### config.mk
export PLATFORM = sky130hd
export DESIGN_NAME = rob
export DESIGN_NICKNAME = d
export VERILOG_FILES = /design/src/rtl/rob.sv
export SDC_FILE = /design/constraint.sdc
export NUM_CORES = 1
export LEC_CHECK = 0
export ABC_AREA = 1
export BUFFER_PORTS_ARGS = -buffer_cell sky130_fd_sc_hd__buf_2
export CAP_MARGIN = 20
export CORE_MARGIN = 3
export CORE_UTILIZATION = 50
export CTS_BUF_LIST = sky130_fd_sc_hd__clkbuf_16
export DETAILED_ROUTE_END_ITERATION = 6
export PLACE_DENSITY_LB_ADDON = 0.15
export SYNTH_ARGS = -nofsm -noshare
export SYNTH_HDL_FRONTEND = slang
export SYNTH_SLANG_ARGS = --single-unit
### constraint.sdc
create_clock -name clk -period 9 [get_ports clk]
set_input_delay 1.35 -clock clk [delete_from_list [all_inputs] [get_ports clk]]
set_output_delay 1.35 -clock clk [all_outputs]
set_load 0.03 [all_outputs]
### src/rtl/rob.sv
// Reorder buffer: allocates rename tags at issue, captures writeback results,
// retires entries in program order and answers register-file tag queries.
// Tag 0 is reserved as "no entry"; pointers cycle 1..2^W-1.
module rob #(
  parameter int unsigned ROB_SIZE_WIDTH = 3
) (
  input  logic                      clk,
  input  logic                      rst,
  input  logic                      rdy,
  input  logic                      issue_valid,
  input  logic [4:0]                issue_dest,
  output logic                      rob_full,
  output logic [ROB_SIZE_WIDTH-1:0] issue_rob_id,
  output logic [4:0]                issue_rd,
  input  logic                      wb_valid,
  input  logic [ROB_SIZE_WIDTH-1:0] wb_rob_id,
  input  logic [31:0]               wb_value,
  input  logic [ROB_SIZE_WIDTH-1:0] ask_rob_id1,
  input  logic [ROB_SIZE_WIDTH-1:0] ask_rob_id2,
  output logic [31:0]               get_value1,
  output logic [31:0]               get_value2,
  output logic                      get_ready1,
  output logic                      get_ready2,
  output logic [ROB_SIZE_WIDTH-1:0] commit_rob_id,
  output logic [4:0]                commit_rd,
  output logic [31:0]               commit_value,
  input  logic                      flush
);

  localparam int unsigned W       = ROB_SIZE_WIDTH;
  localparam int unsigned NE      = 1 << W;
  localparam logic [W-1:0] TAG_MAX = W'(NE - 1);
  localparam logic [W-1:0] TAG_ONE = W'(1);

  logic [NE-1:0] busy_q, busy_d;
  logic [NE-1:0] ready_q, ready_d;
  logic [4:0]    rd_q    [NE];
  logic [4:0]    rd_d    [NE];
  logic [31:0]   value_q [NE];
  logic [31:0]   value_d [NE];
  logic [W-1:0]  head_q, head_d;
  logic [W-1:0]  tail_q, tail_d;
  logic [W-1:0]  count_q, count_d;
  logic          rob_full_q, rob_full_d;
  logic [W-1:0]  commit_id_q, commit_id_d;
  logic [4:0]    commit_rd_q, commit_rd_d;
  logic [31:0]   commit_value_q, commit_value_d;
  logic          acc;
  logic          wb_en;
  logic          cmt;

  // Pointer advance skipping the reserved tag 0.
  function automatic logic [W-1:0] ptr_inc(input logic [W-1:0] p);
    return (p == TAG_MAX) ? TAG_ONE : p + TAG_ONE;
  endfunction

  // Next-state: writeback, allocate, retire, then flush overrides everything.
  always_comb begin
    busy_d         = busy_q;
    ready_d        = ready_q;
    rd_d           = rd_q;
    value_d        = value_q;
    head_d         = head_q;
    tail_d         = tail_q;
    commit_id_d    = '0;
    commit_rd_d    = '0;
    commit_value_d = '0;

    acc   = rdy & issue_valid & ~rob_full_q & ~flush;
    wb_en = rdy & wb_valid & ~flush & (wb_rob_id != '0) & busy_q[wb_rob_id];
    cmt   = rdy & ~flush & busy_q[head_q] & ready_q[head_q];

    if (wb_en) begin
      ready_d[wb_rob_id] = 1'b1;
      value_d[wb_rob_id] = wb_value;
    end

    if (acc) begin
      busy_d[tail_q]  = 1'b1;
      ready_d[tail_q] = 1'b0;
      rd_d[tail_q]    = issue_dest;
      tail_d          = ptr_inc(tail_q);
    end

    if (cmt) begin
      busy_d[head_q]  = 1'b0;
      ready_d[head_q] = 1'b0;
      head_d          = ptr_inc(head_q);
      commit_value_d  = value_q[head_q];
      if (rd_q[head_q] != 5'd0) begin
        commit_id_d = head_q;
        commit_rd_d = rd_q[head_q];
      end
    end

    count_d = count_q + W'(acc) - W'(cmt);

    if (rdy & flush) begin
      busy_d  = '0;
      ready_d = '0;
      head_d  = TAG_ONE;
      tail_d  = TAG_ONE;
      count_d = '0;
    end

    rob_full_d = (count_d == TAG_MAX);
  end

  // State registers; commit pulse regs clear whenever nothing retires.
  always_ff @(posedge clk or negedge rst) begin
    if (!rst) begin
      busy_q         <= '0;
      ready_q        <= '0;
      for (int unsigned i = 0; i < NE; i++) begin
        rd_q[i]    <= '0;
        value_q[i] <= '0;
      end
      head_q         <= TAG_ONE;
      tail_q         <= TAG_ONE;
      count_q        <= '0;
      rob_full_q     <= 1'b0;
      commit_id_q    <= '0;
      commit_rd_q    <= '0;
      commit_value_q <= '0;
    end else begin
      busy_q         <= busy_d;
      ready_q        <= ready_d;
      rd_q           <= rd_d;
      value_q        <= value_d;
      head_q         <= head_d;
      tail_q         <= tail_d;
      count_q        <= count_d;
      rob_full_q     <= rob_full_d;
      commit_id_q    <= commit_id_d;
      commit_rd_q    <= commit_rd_d;
      commit_value_q <= commit_value_d;
    end
  end

  // Tag queries with same-cycle writeback forwarding.
  always_comb begin
    get_ready1 = 1'b0;
    get_value1 = '0;
    get_ready2 = 1'b0;
    get_value2 = '0;
    if ((ask_rob_id1 != '0) && busy_q[ask_rob_id1]) begin
      if (wb_valid && (wb_rob_id == ask_rob_id1)) begin
        get_ready1 = 1'b1;
        get_value1 = wb_value;
      end else begin
        get_ready1 = ready_q[ask_rob_id1];
        get_value1 = value_q[ask_rob_id1];
      end
    end
    if ((ask_rob_id2 != '0) && busy_q[ask_rob_id2]) begin
      if (wb_valid && (wb_rob_id == ask_rob_id2)) begin
        get_ready2 = 1'b1;
        get_value2 = wb_value;
      end else begin
        get_ready2 = ready_q[ask_rob_id2];
        get_value2 = value_q[ask_rob_id2];
      end
    end
  end

  assign issue_rob_id  = acc ? tail_q : '0;
  assign issue_rd      = acc ? issue_dest : 5'd0;
  assign rob_full      = rob_full_q;
  assign commit_rob_id = commit_id_q;
  assign commit_rd     = commit_rd_q;
  assign commit_value  = commit_value_q;

endmodule

==> results.toml, run 1 <==
[status]
status = "finished clean"

[power]
ir_worst_vdd_mv = 0.1440
power_leakage_nw = 11.27
power_density_nw_per_um2 = 194.7

[final_layout]
final_util_pct = 55.29
n_fill_cell = 4133
area_delta_synth_final_pct = 8.962
drive_gt1_share_pct = 11.11
antenna_cells = 0
fin_nets = 3067
final_common_cell = "nand2_1"
final_cell_mix = "785 x nand2_1, 360 x dfrtp_1, 356 x a21oi_1"

[die]
die_h_um = 212.6
start_util_pct = 50.74
die_area_um2 = 45180
dieWidth_um = 212.6
pin_count = 167
core.rowCount = 75
core_um2 = 42040

[min_path]
hp-class = "flop to flop"

[worst_setup_path]
cp_max_fo = 43
cp-end-kind = "output port"
crit_required_ns = 7.65
cp-start-kind = "input pin"
crit_type = "input pin to output port"
arrival_ns = 5.04

[placement]
dp_hpwl_mm = 46.47
io_buffers = 166
gp_congestion = 0.9243

[flow_run]
maxCapViolations = 0

[clock_network]
cts.clk_slew.worst_paths_ns = 0.06
clk_latency_ns = 0.58
cts_hold_buf = 0
tritoncts = "done"
cts_resized = 0
post-cts-setup-buffer-count = 0
cts.sinks = 362
htreeDepth = 2
cts_buffer_depth = 3
root_buffer = "clkbuf_16"
cts_buffers = 41

[synthesis]
synth_xor_xnor_area_share_pct = 0.04106
seq_area_frac_synth_pct = 42.48
synth.distinct_cells = 46
synth_compound_area_share_pct = 22.72
synth.area.mux_share_pct = 0
synth_nets = 3084
ys_warn_count = 0
synth_area_um2 = 21330
synth-simple-area-share_pct = 25.46
synth.avg_cell_area_um2 = 7.052
synth_top_family_by_area = "simple AND/OR/NAND/NOR gates"
synthAdderAreaFrac_pct = 0.4458
synth_seq_cells = 362
syn_inst = 3025

[drt]
postRouteWirelength_mm = 78.40
drt_iter0_markers = 3395
vias_per_cell = 6.158
num_vias = 22045
ant_nets = 0
drtPass1Iterations = 6
wire_per_inst_um = 21.90
drc = 0

[sta]
post-route-min-period_ns = 6.386
fin_skew_ns = 0.01129
hold_viol = 0
slew_headroom_pct = 26.46
setup_viol = 0
maxSlewViolCount = 0
tns_ns = 0
tightestPinTransition_ns = 1.099
grt_setup_unrepaired = "no"
fin_crit_sh_pct = 70.96
max_freq_mhz = 156.6

[grt]
grt_pass1_wl_mm = 121.3
gr-total-overflow = 0
grt_usage_pct = 34.59
grt_pass1_vias = 20750
grt_start_max_net_pins = 156
antenna_found_initial = 0
==> through the flow <==
stage / area, µm² / total power, W / instances / worst slack [ns] / hold WS [ns]
3_5_place_dp: 21950 / 0.002866 / 3504 / 2.769 / 0.3680
5_1_grt: 23240 / 0.004740 / 3580 / 2.442 / 0.3854
4_1_cts: 23240 / 0.004517 / 3580 / 2.757 / 0.3815
6_report: 23240 / 0.004526 / 3580 / 2.614 / 0.3803
2_1_floorplan: 21330 / 0.002567 / 3025 / 4.770 / 0.4290
3_3_place_gp: 21950 / 0.002846 / 3504 / 2.822 / 0.3659
==> Yosys cell counts, drive strengths merged <==
| cell | n | area, µm² |
|---|---|---|
| or2 | 9 | 56.30 |
| a22oi | 10 | 75.07 |
| o2111ai | 4 | 35.03 |
| nand3b | 5 | 37.54 |
| nor2 | 247 | 939.7 |
| o21ai | 440 | 2296 |
| nand2 | 801 | 3092 |
| buf | 131 | 708.2 |
| o221ai | 7 | 61.31 |
| o211ai | 4 | 30.03 |
| nor3 | 36 | 235.2 |
| dfrtp | 360 | 9009 |
| a211oi | 2 | 15.01 |
| a21oi | 358 | 1795 |
| nor3b | 2 | 25.02 |
| inv | 188 | 715.7 |
| a31oi | 3 | 18.77 |
| o22ai | 68 | 425.4 |
| o21a | 6 | 45.04 |
| xor2 | 1 | 8.760 |
| ha | 6 | 75.07 |
| fa | 1 | 20.02 |
| o311ai | 2 | 32.53 |
| a21boi | 1 | 7.510 |
| o22a | 1 | 8.760 |
| dfstp | 2 | 52.55 |
| nand3 | 198 | 996.0 |
| clkinv | 1 | 3.750 |
| nand4 | 7 | 43.79 |
| nor4 | 1 | 6.260 |
| clkbuf | 123 | 461.7 |
==> area by class of cell <==
| cell class | count | area (µm²) | area share, % |
|---|---|---|---|
| Clock buffer | 43 | 1076 | 4.629 |
| Multi-Input combinational cell | 2220 | 10420 | 44.83 |
| Tap cell | 539 | 674.4 | 2.901 |
| Timing Repair Buffer | 194 | 1072 | 4.613 |
| Clock inverter | 33 | 220.2 | 0.9474 |
| Inverter | 189 | 719.4 | 3.095 |
| Sequential cell | 362 | 9061 | 38.98 |
==> kinds of logic after synthesis <==
kind of cell    after synthesis
fa+ha+maj                     7
buf+inv                     443
simple gates               1306
flops                       362
xor+xnor                      1
compound gates              906
==> registers in the layout, indices dropped and copies added, names as in the netlist <==
name,cells
busy_q,8
commit_rd,5
commit_rob_id,3
commit_value,32
count_q,3
head_q,3
rd_q,40
ready_q,8
rob_full,1
tail_q,3
value_q,256
==> per-layer routing <==
layer / vias to the layer above / GRT usage (%) / part of all wire (%) / routed length (µm)
li1: 10006 / - / - / -
met3: 259 / 7.850 / 12 / 9617
met2: 1431 / 50.09 / 42 / 33040
met1: 10349 / 49.28 / 41 / 32280
met5: - / 0 / 0 / 0
met4: 0 / 16.29 / 4.4 / 3459
==> power breakdown <==
part | leakage, nW | total (W) | internal, W | switching, W
logic | 5.66 | 0.000915 | 0.000285 | 0.000630
registers | 4.94 | 0.00195 | 0.00180 | 0.000153
clock network | 0.675 | 0.00166 | 0.000947 | 0.000713
total | 11.3 | 0.00453 | 0.00303 | 0.00150
==> critical path: stages <==
cell and delay [ns]:
buf_2 0.09, buf_4 0.28, inv_2 0.86, o21ai_0 0.17
a21oi_1 0.18, nand2_2 0.49, inv_2 0.85, nand2_1 0.11
a21oi_1 0.35, buf_2 0.28
==> path summary, 6_finish.rpt <==
| kind | endpoint | cells after the start | startpoint | slack, ns |
|---|---|---|---|---|
| max in group asynchronous | commit_value[6] | 3 | rst | 6.18 |
| min in group asynchronous | commit_value[11] | 1 | rst | 0.77 |
| setup / recovery | get_value1[23] | 10 | ask_rob_id1[2] | 2.61 |
| hold reg to reg | value_q[231] | 0 | value_q[231] | 0.38 |
| setup reg to reg | rob_full | 18 | head_q[1] | 4.25 |
| hold / removal | value_q[231] | 0 | value_q[231] | 0.38 |
(Power assumes the default switching activity.)
==> run 2, diff against run 1 <==
clock period = 6.6 ns   (was 9 ns; I/O delays follow)
==> results.toml, run 2 (synthesis results as in run 1) <==
[status]
status = "finished clean"

[sta]
hold_viol = 0
slew_headroom_pct = 27.89
post-route-min-period_ns = 5.144
fin_crit_sh_pct = 77.94
setup_viol = 0
max_freq_mhz = 194.4
maxSlewViolCount = 0
grt_setup_unrepaired = "no"
tns_ns = 0
fin_skew_ns = 0.02529
tightestPinTransition_ns = 1.078

[power]
ir_worst_vdd_mv = 0.1532
p_switching_w = 0.002066
power_leakage_nw = 11.32
intPower_w = 0.004271
seq_power_share_pct = 42.2
swShare_pct = 32.60
power_density_nw_per_um2 = 270.8
comb_power_share_pct = 19.6
clkPwrFrac_pct = 38.2

[placement]
io_buffers = 166
gp_congestion = 0.9388
placed_cells = 3508
placedInstanceArea_um2 = 21980
dp_hpwl_mm = 47.28

[worst_setup_path]
arrival_ns = 4.15
crit_type = "input pin to output port"
r2r-end = "rob_full"
cp-end-kind = "output port"
cp-start-kind = "input pin"
cp_max_fo = 38
reg2reg_slack_ns = 1.95
rr_startpoint = "head_q[1]"
crit_required_ns = 5.61
ff2ff_path_depth = 17

[final_layout]
fin_nets = 3072
fin_area_um2 = 23400
n_fill_cell = 4037
seqCellArea_um2 = 9061
final_common_cell = "nand2_1"
area_delta_synth_final_pct = 9.690
largest_reg_flops = 256
fin_cells = 3586
drive_gt1_share_pct = 11.65
antenna_cells = 0
largest-register = "value_q"
multi_input_area_um2 = 10420
final_cell_mix = "785 x nand2_1, 360 x dfrtp_1, 356 x a21oi_1"

[min_path]
hp-class = "input pin to async pin"

[die]
start_util_pct = 50.74
die_area_um2 = 45180
die_h_um = 212.6
core.rowCount = 75
core_um2 = 42040
dieWidth_um = 212.6
pin_count = 167

[drt]
wire_per_inst_um = 22.23
ant_nets = 0
postRouteWirelength_mm = 79.73
drtPass1Iterations = 6
vias_per_cell = 6.224
num_vias = 22321
drt_iter0_markers = 3342
drc = 0

[clock_network]
htreeDepth = 2
cts.sinks = 362
clk_latency_ns = 0.58
cts_buffers = 42
cts_buffer_depth = 3
cts_resized = 0
root_buffer = "clkbuf_16"
cts.clk_slew.worst_paths_ns = 0.06
post-cts-setup-buffer-count = 0
cts_hold_buf = 0
tritoncts = "done"

[grt]
grt_pass1_wl_mm = 121.9
grt_usage_pct = 34.82
antenna_found_initial = 1
grt_start_max_net_pins = 108
grt_pass1_vias = 20817
gr-total-overflow = 0

[flow_run]
maxCapViolations = 0
==> run 2: routing by layer <==
| metal | global-route usage [%] | vias up | part of all wire (%) |
|---|---|---|---|
| li1 | - | 10026 | - |
| met1 | 49.19 | 10429 | 40 |
| met2 | 50.36 | 1575 | 42 |
| met3 | 7.555 | 289 | 13 |
| met4 | 18.01 | 2 | 5.1 |
| met5 | 0 | - | 0.015 |
==> run 2: how the worst max path moves through the flow <==
stage	endpoint	start	depth (start not counted)	slack, ns
after CTS	get_value1[23]	ask_rob_id1[1]	10	1.68
after floorplan	get_value1[23]	wb_rob_id[0]	11	3.09
after global placement	get_value1[23]	ask_rob_id1[1]	10	1.73
after detailed placement	get_value1[23]	ask_rob_id1[1]	10	1.69
final	get_value1[23]	ask_rob_id1[1]	10	1.46
after global routing	get_value1[23]	ask_rob_id1[1]	10	1.42
==> run 2: worst max-delay path, cell delays in order <==
cell,delay [ns]
buf_2,0.35
buf_4,0.62
nor2_1,0.11
nor3_1,0.23
nand2_2,0.08
buf_4,0.28
inv_2,0.68
nand2_1,0.11
a21oi_1,0.38
buf_2,0.28
==> run 2: power groups by stage <==
stage / clock network, W / registers, W / logic, W
after floorplan: 0 / 0.00263 / 0.000872
after global placement: 0 / 0.00269 / 0.00119
after detailed placement: 0 / 0.00270 / 0.00122
after CTS: 0.00244 / 0.00266 / 0.00122
after global routing: 0.00253 / 0.00269 / 0.00139
final: 0.00242 / 0.00267 / 0.00124
==> run 2: per-stage QoR <==
stage / total power [W] / hold slack [ns] / util (%) / worst slack, ns
finish: 0.006337 / 0.3588 / 55.66 / 1.456
floorplan: 0.003501 / 0.4290 / - / 3.090
CTS: 0.006318 / 0.3639 / 55.66 / 1.676
global placement: 0.003878 / 0.3657 / 52.28 / 1.732
global route: 0.006609 / 0.3878 / 55.66 / 1.421
detailed placement: 0.003913 / 0.3680 / 52.28 / 1.686
==> run 2: area by class of cell <==
class	instances	area share, %
repair buffers	198	4.711
clock buffers	45	4.813
clock inverters	33	1.251
inverters	189	3.075
flip-flops and latches	362	38.73
well taps	539	2.882
multi-input cells	2220	44.54
